--- config.mk ---
export PLATFORM = sky130hd
export DESIGN_NAME = dccm_req_seq_flat
export DESIGN_NICKNAME = d
export VERILOG_FILES = /design/src/rtl/dccm_req_seq_if.sv /design/src/rtl/dccm_req_seq.sv /design/src/flat_wrapper.sv
export SDC_FILE = /design/constraint.sdc
export NUM_CORES = 1
export LEC_CHECK = 0
export CORE_ASPECT_RATIO = 0.75
export CORE_MARGIN = 2
export CORE_UTILIZATION = 44
export DETAILED_ROUTE_END_ITERATION = 10
export PLACE_DENSITY = 0.83
export SKIP_LAST_GASP = 1
export SLEW_MARGIN = 10
export SYNTH_ARGS = -nofsm -noshare
export SYNTH_HDL_FRONTEND = slang
export SYNTH_SLANG_ARGS = --single-unit
--- constraint.sdc ---
create_clock -name clk -period 4.75 [get_ports clk]
set_input_delay 0.7125 -clock clk [delete_from_list [all_inputs] [get_ports clk]]
set_output_delay 0.7125 -clock clk [all_outputs]
set_load 0.02 [all_outputs]
--- src/rtl/dccm_req_seq_if.sv ---
// Request/response handshake bundle between a requester and the DCCM sequencer.
// Request is accepted on valid & ready; response is held until resp_ready.
interface dccm_req_seq_if #(
   parameter int AW = 10
) ();
   logic          req_valid;
   logic          req_ready;
   logic          req_write;
   logic [AW-1:0] req_addr;
   logic [31:0]   req_wdata;
   logic [3:0]    req_mask;
   logic          resp_valid;
   logic          resp_ready;
   logic          resp_write;
   logic [31:0]   resp_rdata;

   modport master (
      output req_valid, req_write, req_addr, req_wdata, req_mask, resp_ready,
      input  req_ready, resp_valid, resp_write, resp_rdata
   );

   modport slave (
      input  req_valid, req_write, req_addr, req_wdata, req_mask, resp_ready,
      output req_ready, resp_valid, resp_write, resp_rdata
   );
endinterface

--- src/rtl/dccm_req_seq.sv ---
// Single-outstanding DCCM request sequencer with post-reset zero-fill and byte-masked
// read-modify-write. Latency: full/zero-mask write 2, read 3, partial write 4 cycles.
module dccm_req_seq #(
   parameter int AW      = 10,
   parameter bit INIT_EN = 1'b1
) (
   input  logic          clk,
   input  logic          rst,
   dccm_req_seq_if.slave bus,
   output logic          init_done,
   output logic          dccm_wren,
   output logic          dccm_rden,
   output logic [AW-1:0] dccm_wr_addr,
   output logic [AW-1:0] dccm_rd_addr_lo,
   output logic [AW-1:0] dccm_rd_addr_hi,
   output logic [31:0]   dccm_wr_data,
   input  logic [31:0]   dccm_rd_data_lo,
   input  logic [31:0]   dccm_rd_data_hi
);

   typedef enum logic [2:0] {
      S_INIT,
      S_IDLE,
      S_ISSUE,
      S_CAPT,
      S_WRB,
      S_RESP
   } state_t;

   localparam state_t RST_STATE = INIT_EN ? S_INIT : S_IDLE;

   state_t        state_q, state_d;
   logic [AW-1:0] cnt_q;
   logic          done_q;
   logic          wr_q;
   logic [AW-1:0] addr_q;
   logic [31:0]   wdata_q;
   logic [3:0]    mask_q;
   logic [31:0]   rdata_q;
   logic [31:0]   merged;

   logic          req_ready_c;
   logic          resp_valid_c;
   logic          resp_write_c;
   logic [31:0]   resp_rdata_c;
   logic          wren_c;
   logic          rden_c;
   logic [AW-1:0] wr_addr_c;
   logic [AW-1:0] rd_addr_c;
   logic [31:0]   wr_data_c;

   logic          unused_rd_hi;
   assign unused_rd_hi = ^dccm_rd_data_hi;

   always_comb begin
      merged = '0;
      for (int i = 0; i < 4; i++) begin
         merged[8*i +: 8] = mask_q[i] ? wdata_q[8*i +: 8] : dccm_rd_data_lo[8*i +: 8];
      end
   end

   always_ff @(posedge clk or posedge rst) begin
      if (rst) begin
         state_q <= RST_STATE;
         cnt_q   <= '0;
         done_q  <= 1'b0;
         wr_q    <= 1'b0;
         addr_q  <= '0;
         wdata_q <= '0;
         mask_q  <= '0;
         rdata_q <= '0;
      end else begin
         state_q <= state_d;
         case (state_q)
            S_INIT: begin
               cnt_q <= cnt_q + 1'b1;
               if (&cnt_q) begin
                  done_q <= 1'b1;
               end
            end
            S_IDLE: begin
               if (bus.req_valid) begin
                  wr_q    <= bus.req_write;
                  addr_q  <= bus.req_addr;
                  wdata_q <= bus.req_wdata;
                  mask_q  <= bus.req_mask;
                  rdata_q <= '0;
               end
            end
            S_CAPT: begin
               // Partial writes reuse the write-data register to hold the merged word.
               if (wr_q) begin
                  wdata_q <= merged;
               end else begin
                  rdata_q <= dccm_rd_data_lo;
               end
            end
            default: ;
         endcase
      end
   end

   always_comb begin
      state_d      = state_q;
      req_ready_c  = 1'b0;
      resp_valid_c = 1'b0;
      resp_write_c = 1'b0;
      resp_rdata_c = '0;
      wren_c       = 1'b0;
      rden_c       = 1'b0;
      wr_addr_c    = '0;
      rd_addr_c    = '0;
      wr_data_c    = '0;
      case (state_q)
         S_INIT: begin
            wren_c    = 1'b1;
            wr_addr_c = cnt_q;
            if (&cnt_q) begin
               state_d = S_IDLE;
            end
         end
         S_IDLE: begin
            req_ready_c = 1'b1;
            if (bus.req_valid) begin
               state_d = S_ISSUE;
            end
         end
         S_ISSUE: begin
            if (wr_q && mask_q == 4'hF) begin
               wren_c    = 1'b1;
               wr_addr_c = addr_q;
               wr_data_c = wdata_q;
               state_d   = S_RESP;
            end else if (wr_q && mask_q == 4'h0) begin
               state_d = S_RESP;
            end else begin
               rden_c    = 1'b1;
               rd_addr_c = addr_q;
               state_d   = S_CAPT;
            end
         end
         S_CAPT: begin
            state_d = wr_q ? S_WRB : S_RESP;
         end
         S_WRB: begin
            wren_c    = 1'b1;
            wr_addr_c = addr_q;
            wr_data_c = wdata_q;
            state_d   = S_RESP;
         end
         S_RESP: begin
            resp_valid_c = 1'b1;
            resp_write_c = wr_q;
            resp_rdata_c = rdata_q;
            if (bus.resp_ready) begin
               state_d = S_IDLE;
            end
         end
         default: state_d = RST_STATE;
      endcase
      // The reset state is INIT, which would otherwise strobe memory while rst is held.
      if (rst) begin
         req_ready_c  = 1'b0;
         resp_valid_c = 1'b0;
         resp_write_c = 1'b0;
         resp_rdata_c = '0;
         wren_c       = 1'b0;
         rden_c       = 1'b0;
         wr_addr_c    = '0;
         rd_addr_c    = '0;
         wr_data_c    = '0;
      end
   end

   assign bus.req_ready   = req_ready_c;
   assign bus.resp_valid  = resp_valid_c;
   assign bus.resp_write  = resp_write_c;
   assign bus.resp_rdata  = resp_rdata_c;
   assign dccm_wren       = wren_c;
   assign dccm_rden       = rden_c;
   assign dccm_wr_addr    = wr_addr_c;
   assign dccm_rd_addr_lo = rd_addr_c;
   assign dccm_rd_addr_hi = rd_addr_c;
   assign dccm_wr_data    = wr_data_c;
   assign init_done       = INIT_EN ? done_q : 1'b1;

endmodule

--- src/flat_wrapper.sv ---
// flat-port wrapper written by rule: the top's interface ports become plain ports
module dccm_req_seq_flat 
#(
   parameter int AW      = 10,
   parameter bit INIT_EN = 1'b1
)
  (clk, rst, init_done, dccm_wren, dccm_rden, dccm_wr_addr, dccm_rd_addr_lo, dccm_rd_addr_hi, dccm_wr_data, dccm_rd_data_lo, dccm_rd_data_hi, bus_req_valid, bus_req_write, bus_req_addr, bus_req_wdata, bus_req_mask, bus_resp_ready, bus_req_ready, bus_resp_valid, bus_resp_write, bus_resp_rdata);
  dccm_req_seq_if #(.AW(AW)) bus_i ();
  input  logic clk;
  input  logic rst;
  output logic init_done;
  output logic dccm_wren;
  output logic dccm_rden;
  output logic [AW-1:0] dccm_wr_addr;
  output logic [AW-1:0] dccm_rd_addr_lo;
  output logic [AW-1:0] dccm_rd_addr_hi;
  output logic [31:0] dccm_wr_data;
  input  logic [31:0] dccm_rd_data_lo;
  input  logic [31:0] dccm_rd_data_hi;
  input wire logic [$bits(bus_i.req_valid)-1:0] bus_req_valid;
  input wire logic [$bits(bus_i.req_write)-1:0] bus_req_write;
  input wire logic [$bits(bus_i.req_addr)-1:0] bus_req_addr;
  input wire logic [$bits(bus_i.req_wdata)-1:0] bus_req_wdata;
  input wire logic [$bits(bus_i.req_mask)-1:0] bus_req_mask;
  input wire logic [$bits(bus_i.resp_ready)-1:0] bus_resp_ready;
  output wire logic [$bits(bus_i.req_ready)-1:0] bus_req_ready;
  output wire logic [$bits(bus_i.resp_valid)-1:0] bus_resp_valid;
  output wire logic [$bits(bus_i.resp_write)-1:0] bus_resp_write;
  output wire logic [$bits(bus_i.resp_rdata)-1:0] bus_resp_rdata;
  assign bus_i.req_valid = bus_req_valid;
  assign bus_i.req_write = bus_req_write;
  assign bus_i.req_addr = bus_req_addr;
  assign bus_i.req_wdata = bus_req_wdata;
  assign bus_i.req_mask = bus_req_mask;
  assign bus_i.resp_ready = bus_resp_ready;
  assign bus_req_ready = bus_i.req_ready;
  assign bus_resp_valid = bus_i.resp_valid;
  assign bus_resp_write = bus_i.resp_write;
  assign bus_resp_rdata = bus_i.resp_rdata;
  dccm_req_seq #(.AW(AW), .INIT_EN(INIT_EN)) u_core (.clk(clk), .rst(rst), .bus(bus_i), .init_done(init_done), .dccm_wren(dccm_wren), .dccm_rden(dccm_rden), .dccm_wr_addr(dccm_wr_addr), .dccm_rd_addr_lo(dccm_rd_addr_lo), .dccm_rd_addr_hi(dccm_rd_addr_hi), .dccm_wr_data(dccm_wr_data), .dccm_rd_data_lo(dccm_rd_data_lo), .dccm_rd_data_hi(dccm_rd_data_hi));
endmodule
==> impl_metrics.json, run 1 <==
{
  "run_status": "finished clean",
  "cts_resized": 0,
  "die_w_um": 132,
  "hold_ws_ns": 0.510,
  "ys_warn_count": 0,
  "ant_nets": 0,
  "tightest_slew_ns": 1.08,
  "clkLatencyLatePin_ns": 0.34,
  "initial_core_util_pct": 44.7,
  "hold_viol_final": 0,
  "ys_seq_elements": 93,
  "synth.mux.area_fraction_pct": 24.3,
  "async_flop_share_pct": 100,
  "grt_max_degree": 65,
  "slew_headroom_pct": 27.6,
  "yosys.area_share.xor_xnor_pct": 1.45,
  "portBuffers": 182,
  "clockBufferDepth": 2,
  "fmax_mhz": 247,
  "postLayoutCellArea_sq_mm": 0.00755,
  "synth-compound-area-share_pct": 4.00,
  "post-place-ws_ns": 0.928,
  "cap_violations": 0,
  "finClkSkew_ns": 0.00536,
  "routed_wl_um": 14800,
  "diodes": 0,
  "vias": 4486,
  "h-tree-depth": 3,
  "clk_pin_slew_ns": 0.06,
  "dieArea_sq_mm": 0.0133,
  "leakage_nw": 2.95,
  "die_h_um": 100,
  "min_path_type": "reg -> reg",
  "place.gp.congestion": 0.919,
  "peakVddDrop_uv": 260,
  "area_growth_syn_to_layout_pct": 38.7,
  "synth_edf_count": 0,
  "avgViaCountPerCell": 5.21,
  "track_usage_pct": 22.4,
  "finalNetCount": 806,
  "finalSetupTns_ns": 0,
  "synth.most_common_cell": "dfrtp_1",
  "synth_area_leaders": "dfrtp_1 (43%), mux2_2 (17%), mux2i_1 (5.9%)",
  "worstPathMaxFanout": 32,
  "drcViolationCount": 0,
  "cts_hold_buf": 0,
  "core_area_sq_mm": 0.0122,
  "synth_top_area_cell": "dfrtp_1",
  "synth_seq_area_share_pct": 42.8,
  "synth_nets": 653,
  "finalCritPeriodShare_pct": 85.1,
  "grt_pass1_vias": 4483,
  "synth-main-ff-cell": "dfrtp_1",
  "cp.arrival_ns": 3.33,
  "postCtsSetupBuffers": 0,
  "drt-initial-drc-count": 221,
  "r2r_setup_slack_ns": 2.40,
  "setup-violations-final": 0,
  "rsz0062_at_grt": "no",
  "placed_area_sq_mm": 0.00725,
  "io_pins": 215,
  "final_util_pct": 62.0,
  "synthesis.area_per_instance_sq_um": 10.1,
  "start_kind": "flop",
  "fin_crit_ns": 4.04,
  "hpwl_um": 10500,
  "drtPass1Iterations": 4,
  "p_per_area_mw_per_mm2": 490,
  "worstSetupPathType": "reg -> out",
  "synth_common_cells": "dfrtp_1 (93), mux2_2 (81), nand2_1 (81)",
  "wl_per_cell_um": 17.2,
  "drive_gt1_share_pct": 16.5,
  "antenna_found_initial": 0,
  "tritoncts": "done",
  "maxSlewViolCount": 0,
  "synth_top_family_by_area": "multiplexers",
  "critical_path_required_ns": 4.04,
  "synthSimpleGateAreaFrac_pct": 18.8,
  "rows": 35,
  "synthAdderAreaFrac_pct": 0.230,
  "numCtsBuffers": 9,
  "synth.top_cell.area_share_pct": 42.8,
  "synthCells": 537,
  "grt_first_pass_wirelength_um": 23500,
  "timing.final.ws_setup_ns": 0.707,
  "cts_sinks": 93,
  "yosysUniqueCellTypes": 41,
  "overflow": 0,
  "syn_area_sq_mm": 0.00544,
  "crit_path_end_kind": "primary output",
  "cts_root_buffer": "clkbuf_16"
}
[state kept, by name, indices dropped and copies added (netlist names)]
name and count:
u_core.mask_q 4, u_core.wdata_q 32, u_core.state_q 3, u_core.addr_q 10, u_core.rdata_q 32, u_core.wr_q 1
u_core.init_done 1, u_core.cnt_q 10
[layout make-up]
type                       instances  area, sq um
fill                             973         4630
multi-input combinational        358         2690
sequential                        93         2330
timing repair buffer             189         1870
clock buffer                      11          243
tap                              166          208
inverter                          39          148
clock inverter                     5         58.8
[final timing paths]
kind,startpoint,to,cells after the start
setup / recovery,u_core.state_q[2]$_DFFE_PP0P_,dccm_wr_data[31],4
hold / removal,u_core.wdata_q[9]$_DFFE_PP0P_,u_core.wdata_q[9]$_DFFE_PP0P_,1
setup reg to reg,u_core.state_q[2]$_DFFE_PP0P_,u_core.wdata_q[12]$_DFFE_PP0P_,3
hold reg to reg,u_core.wdata_q[9]$_DFFE_PP0P_,u_core.wdata_q[9]$_DFFE_PP0P_,1
max in group asynchronous,rst,u_core.wdata_q[27]$_DFFE_PP0P_,4
min in group asynchronous,rst,u_core.cnt_q[3]$_DFFE_PP0N_,3
[through the flow]
stage          power [mW]  std cells
2_1_floorplan        2.51        537
3_3_place_gp         2.90        845
3_5_place_dp         2.98        845
4_1_cts              3.72        861
5_1_grt              3.92        861
6_report             3.70        861
[report_power, final]
group          total, mW  internal, mW  leakage, nW  switching [mW]
Sequential          1.42          1.12         1.17           0.302
Combinational       1.55         0.771         1.64           0.781
Clock              0.726         0.423        0.142           0.302
[worst max-delay path: stages (launching register included)]
cell and delay (ns):
dfrtp_1 0.91, nor2b_1 0.40, a31oi_4 0.90, nor2_1 0.18, clkdlybuf4s50_1 0.60
[cells in the final DEF (no fill, tap or decap), types with 4 or more instances in the layout]
cell type,instances
a21oi_1,13
a21oi_4,5
and2_1,33
buf_4,7
clkbuf_16,9
clkdlybuf4s50_1,182
dfrtp_1,93
inv_1,38
mux2_1,8
mux2_2,81
mux2i_1,32
nand2_1,81
nand3b_1,4
nand4_1,12
nor2_1,35
nor3_1,4
nor3b_1,10
xnor2_1,5
xor2_1,4
[per-layer routing]
layer  wire length [um]  vias up  share of wire [%]  GRT usage (%)
met5                  0        -                  0              0
met4                245        0                1.7           6.29
met3                946       20                6.4           5.35
met2               6880      156                 47           36.5
met1               6700     2233                 45           30.0
li1                   -     2077                  -              -
[kinds of logic (layout without fill, tap and decap cells)]
family | Yosys count | after routing
simple gates | 200 | 200
xor+xnor | 9 | 9
buf+inv | 86 | 244
mux | 121 | 121
flops | 93 | 93
fa+ha+maj | 1 | 1
compound gates | 27 | 27
Note: power is estimated with default switching activity, not from simulation.
==> run 2, diff against run 1 <==
Settings changed: ABC_CLOCK_PERIOD_IN_PS from default to 4750.
==> results of run 2 <==
Final layout, timing and power as in run 1 (identical DEF).
==> run 3, diff against run 2 <==
Settings changed: REMOVE_ABC_BUFFERS from default to 1.
==> run 3 against run 2 <==
- flip-flop and latch count is the same
- fmax shrank 2.9%
- non-clock buffer count grew 2
- clock power is essentially flat
- sequential share of layout area is essentially flat
- combinational power is essentially flat
- total power shrank 0.15%
- core utilization grew 0.062 points
- design area is essentially flat
- critical path depth is the same
- largest cell class unchanged
- first-iteration DRC count shrank 4.1%
- largest power group unchanged
- die area is the same
==> impl_metrics.json, run 3 (synthesis results as in run 1) <==
{
  "antenna_found_initial": 0,
  "leakage_nw": 2.96,
  "rsz0062_at_grt": "no",
  "avgViaCountPerCell": 5.14,
  "drcViolationCount": 0,
  "postLayoutCellArea_sq_mm": 0.00755,
  "p_per_area_mw_per_mm2": 489,
  "hold_viol_final": 0,
  "tritoncts": "done",
  "cts_root_buffer": "clkbuf_16",
  "holdPathStages": 2,
  "vias": 4433,
  "busiest_layer": "met2",
  "wl_per_cell_um": 17.0,
  "grt_pass1_vias": 4636,
  "run_status": "finished clean",
  "final_util_pct": 62.1,
  "die_h_um": 100,
  "reg_top3": "u_core.rdata_q x32, u_core.wdata_q x32",
  "setup-violations-final": 0,
  "cts_hold_buf": 0,
  "postCtsSetupBuffers": 0,
  "portBuffers": 182,
  "drive_gt1_share_pct": 16.9,
  "regArea_sq_mm": 0.00233,
  "grt_util_met2_pct": 37.8,
  "multi_input_area_sq_mm": 0.00268,
  "hold_ws_ns": 0.495,
  "area_growth_syn_to_layout_pct": 38.8,
  "start_kind": "flop",
  "diodes": 0,
  "io_pins": 215,
  "slew_headroom_pct": 37.2,
  "drtPass1Iterations": 4,
  "numCtsBuffers": 9,
  "layout.cells.most_common_list": "clkdlybuf4s50_1 (182), dfrtp_1 (93), mux2_2 (81), nand2_1 (81), inv_1 (38)",
  "peakVddDrop_uv": 281,
  "cap_violations": 0,
  "reg2regPathDepth": 4,
  "use_met1_pct": 28.7,
  "clk_pin_slew_ns": 0.06,
  "drt-initial-drc-count": 212,
  "crit_path_end_kind": "primary output",
  "r2r_start": "u_core.state_q[1]$_DFFE_PP0P_",
  "mostFrequentLayoutCell": "clkdlybuf4s50_1",
  "r2r_setup_slack_ns": 2.13,
  "use_met3_pct": 5.10,
  "place.gp.congestion": 0.946,
  "grt_first_pass_wirelength_um": 23500,
  "cts_resized": 0,
  "critical_path_required_ns": 4.04,
  "min_path_type": "reg -> reg",
  "timing.hold.worst.start": "u_core.init_done$_DFFE_PP0P_",
  "cp.arrival_ns": 3.45,
  "fin_crit_ns": 4.16,
  "overflow": 0,
  "tightest_slew_ns": 0.941,
  "nFillCells": 1016,
  "finalCritPeriodShare_pct": 87.6,
  "track_usage_pct": 22.2,
  "finClkSkew_ns": 0.00464,
  "routed_wl_um": 14600,
  "core_area_sq_mm": 0.0122,
  "die_w_um": 132,
  "worstSetupPathType": "reg -> out",
  "hpwl_um": 10600,
  "ant_nets": 0,
  "r2r-end": "u_core.rdata_q[30]$_DFFE_PP0P_",
  "finalSetupTns_ns": 0,
  "fmax_mhz": 240,
  "rows": 35,
  "dieArea_sq_mm": 0.0133,
  "grt_max_degree": 59,
  "hold_end": "u_core.init_done$_DFFE_PP0P_",
  "h-tree-depth": 3,
  "worstPathMaxFanout": 28,
  "placed_area_sq_mm": 0.00725,
  "finalNetCount": 808,
  "clkLatencyLatePin_ns": 0.34,
  "clockBufferDepth": 2,
  "maxSlewViolCount": 0,
  "initial_core_util_pct": 44.7,
  "cts_sinks": 93
}
run 3: changes by cell type in the layout (fill, tap and decap cells not counted), sizes merged:
| cell | change |
|---|---|
| buf | +2 |
| clkbuf | -1 |
| clkinvlp | +1 |
run 3: worst max-delay path by stage:
stage          slack, ns                 end                     startpoint  cells after the start
6_report            0.59  dccm_rd_addr_lo[4]  u_core.state_q[1]$_DFFE_PP0P_                      4
5_1_grt             0.37  dccm_rd_addr_lo[4]  u_core.state_q[1]$_DFFE_PP0P_                      4
4_1_cts             0.62  bus_resp_rdata[19]  u_core.state_q[1]$_DFFE_PP0P_                      5
3_5_place_dp        0.86  dccm_rd_addr_lo[4]                            rst                      5
3_3_place_gp        0.95  dccm_rd_addr_hi[0]                            rst                      5
2_1_floorplan       0.19   bus_resp_rdata[0]                            rst                      3
run 3: metrics by stage:
step	total power, mW	setup slack (ns)	cells
global route	3.93	0.367	863
global placement	2.90	0.952	847
detailed placement	2.99	0.858	847
floorplan	2.39	0.192	490
CTS	3.72	0.622	863
finish	3.69	0.588	863
run 3: metal layers:
metal,wire length (um),vias to the layer above
met5,0,-
met4,227,0
met3,975,17
met2,7030,150
met1,6410,2178
li1,-,2088
run 3: worst max-delay path, stage by stage, from the launching register on:
cell and delay (ns):
dfrtp_1 0.96, inv_1 0.45, or3_1 0.64, nor3b_1 0.36
clkdlybuf4s50_1 0.69
run 3: cell type report:
type                       instances  area share (%)
multi-input combinational        358            35.5
sequential                        93            30.8
timing repair buffer             191            25.0
clock buffer                      10            3.16
tap                              166            2.75
inverter                          39            1.97
clock inverter                     6           0.828
run 3: power by group:
part | internal [mW] | total (mW) | switching [mW] | leakage (nW)
Combinational | 0.776 | 1.54 | 0.766 | 1.64
Clock | 0.420 | 0.724 | 0.304 | 0.140
Sequential | 1.12 | 1.43 | 0.307 | 1.17
Total | 2.32 | 3.69 | 1.38 | 2.96
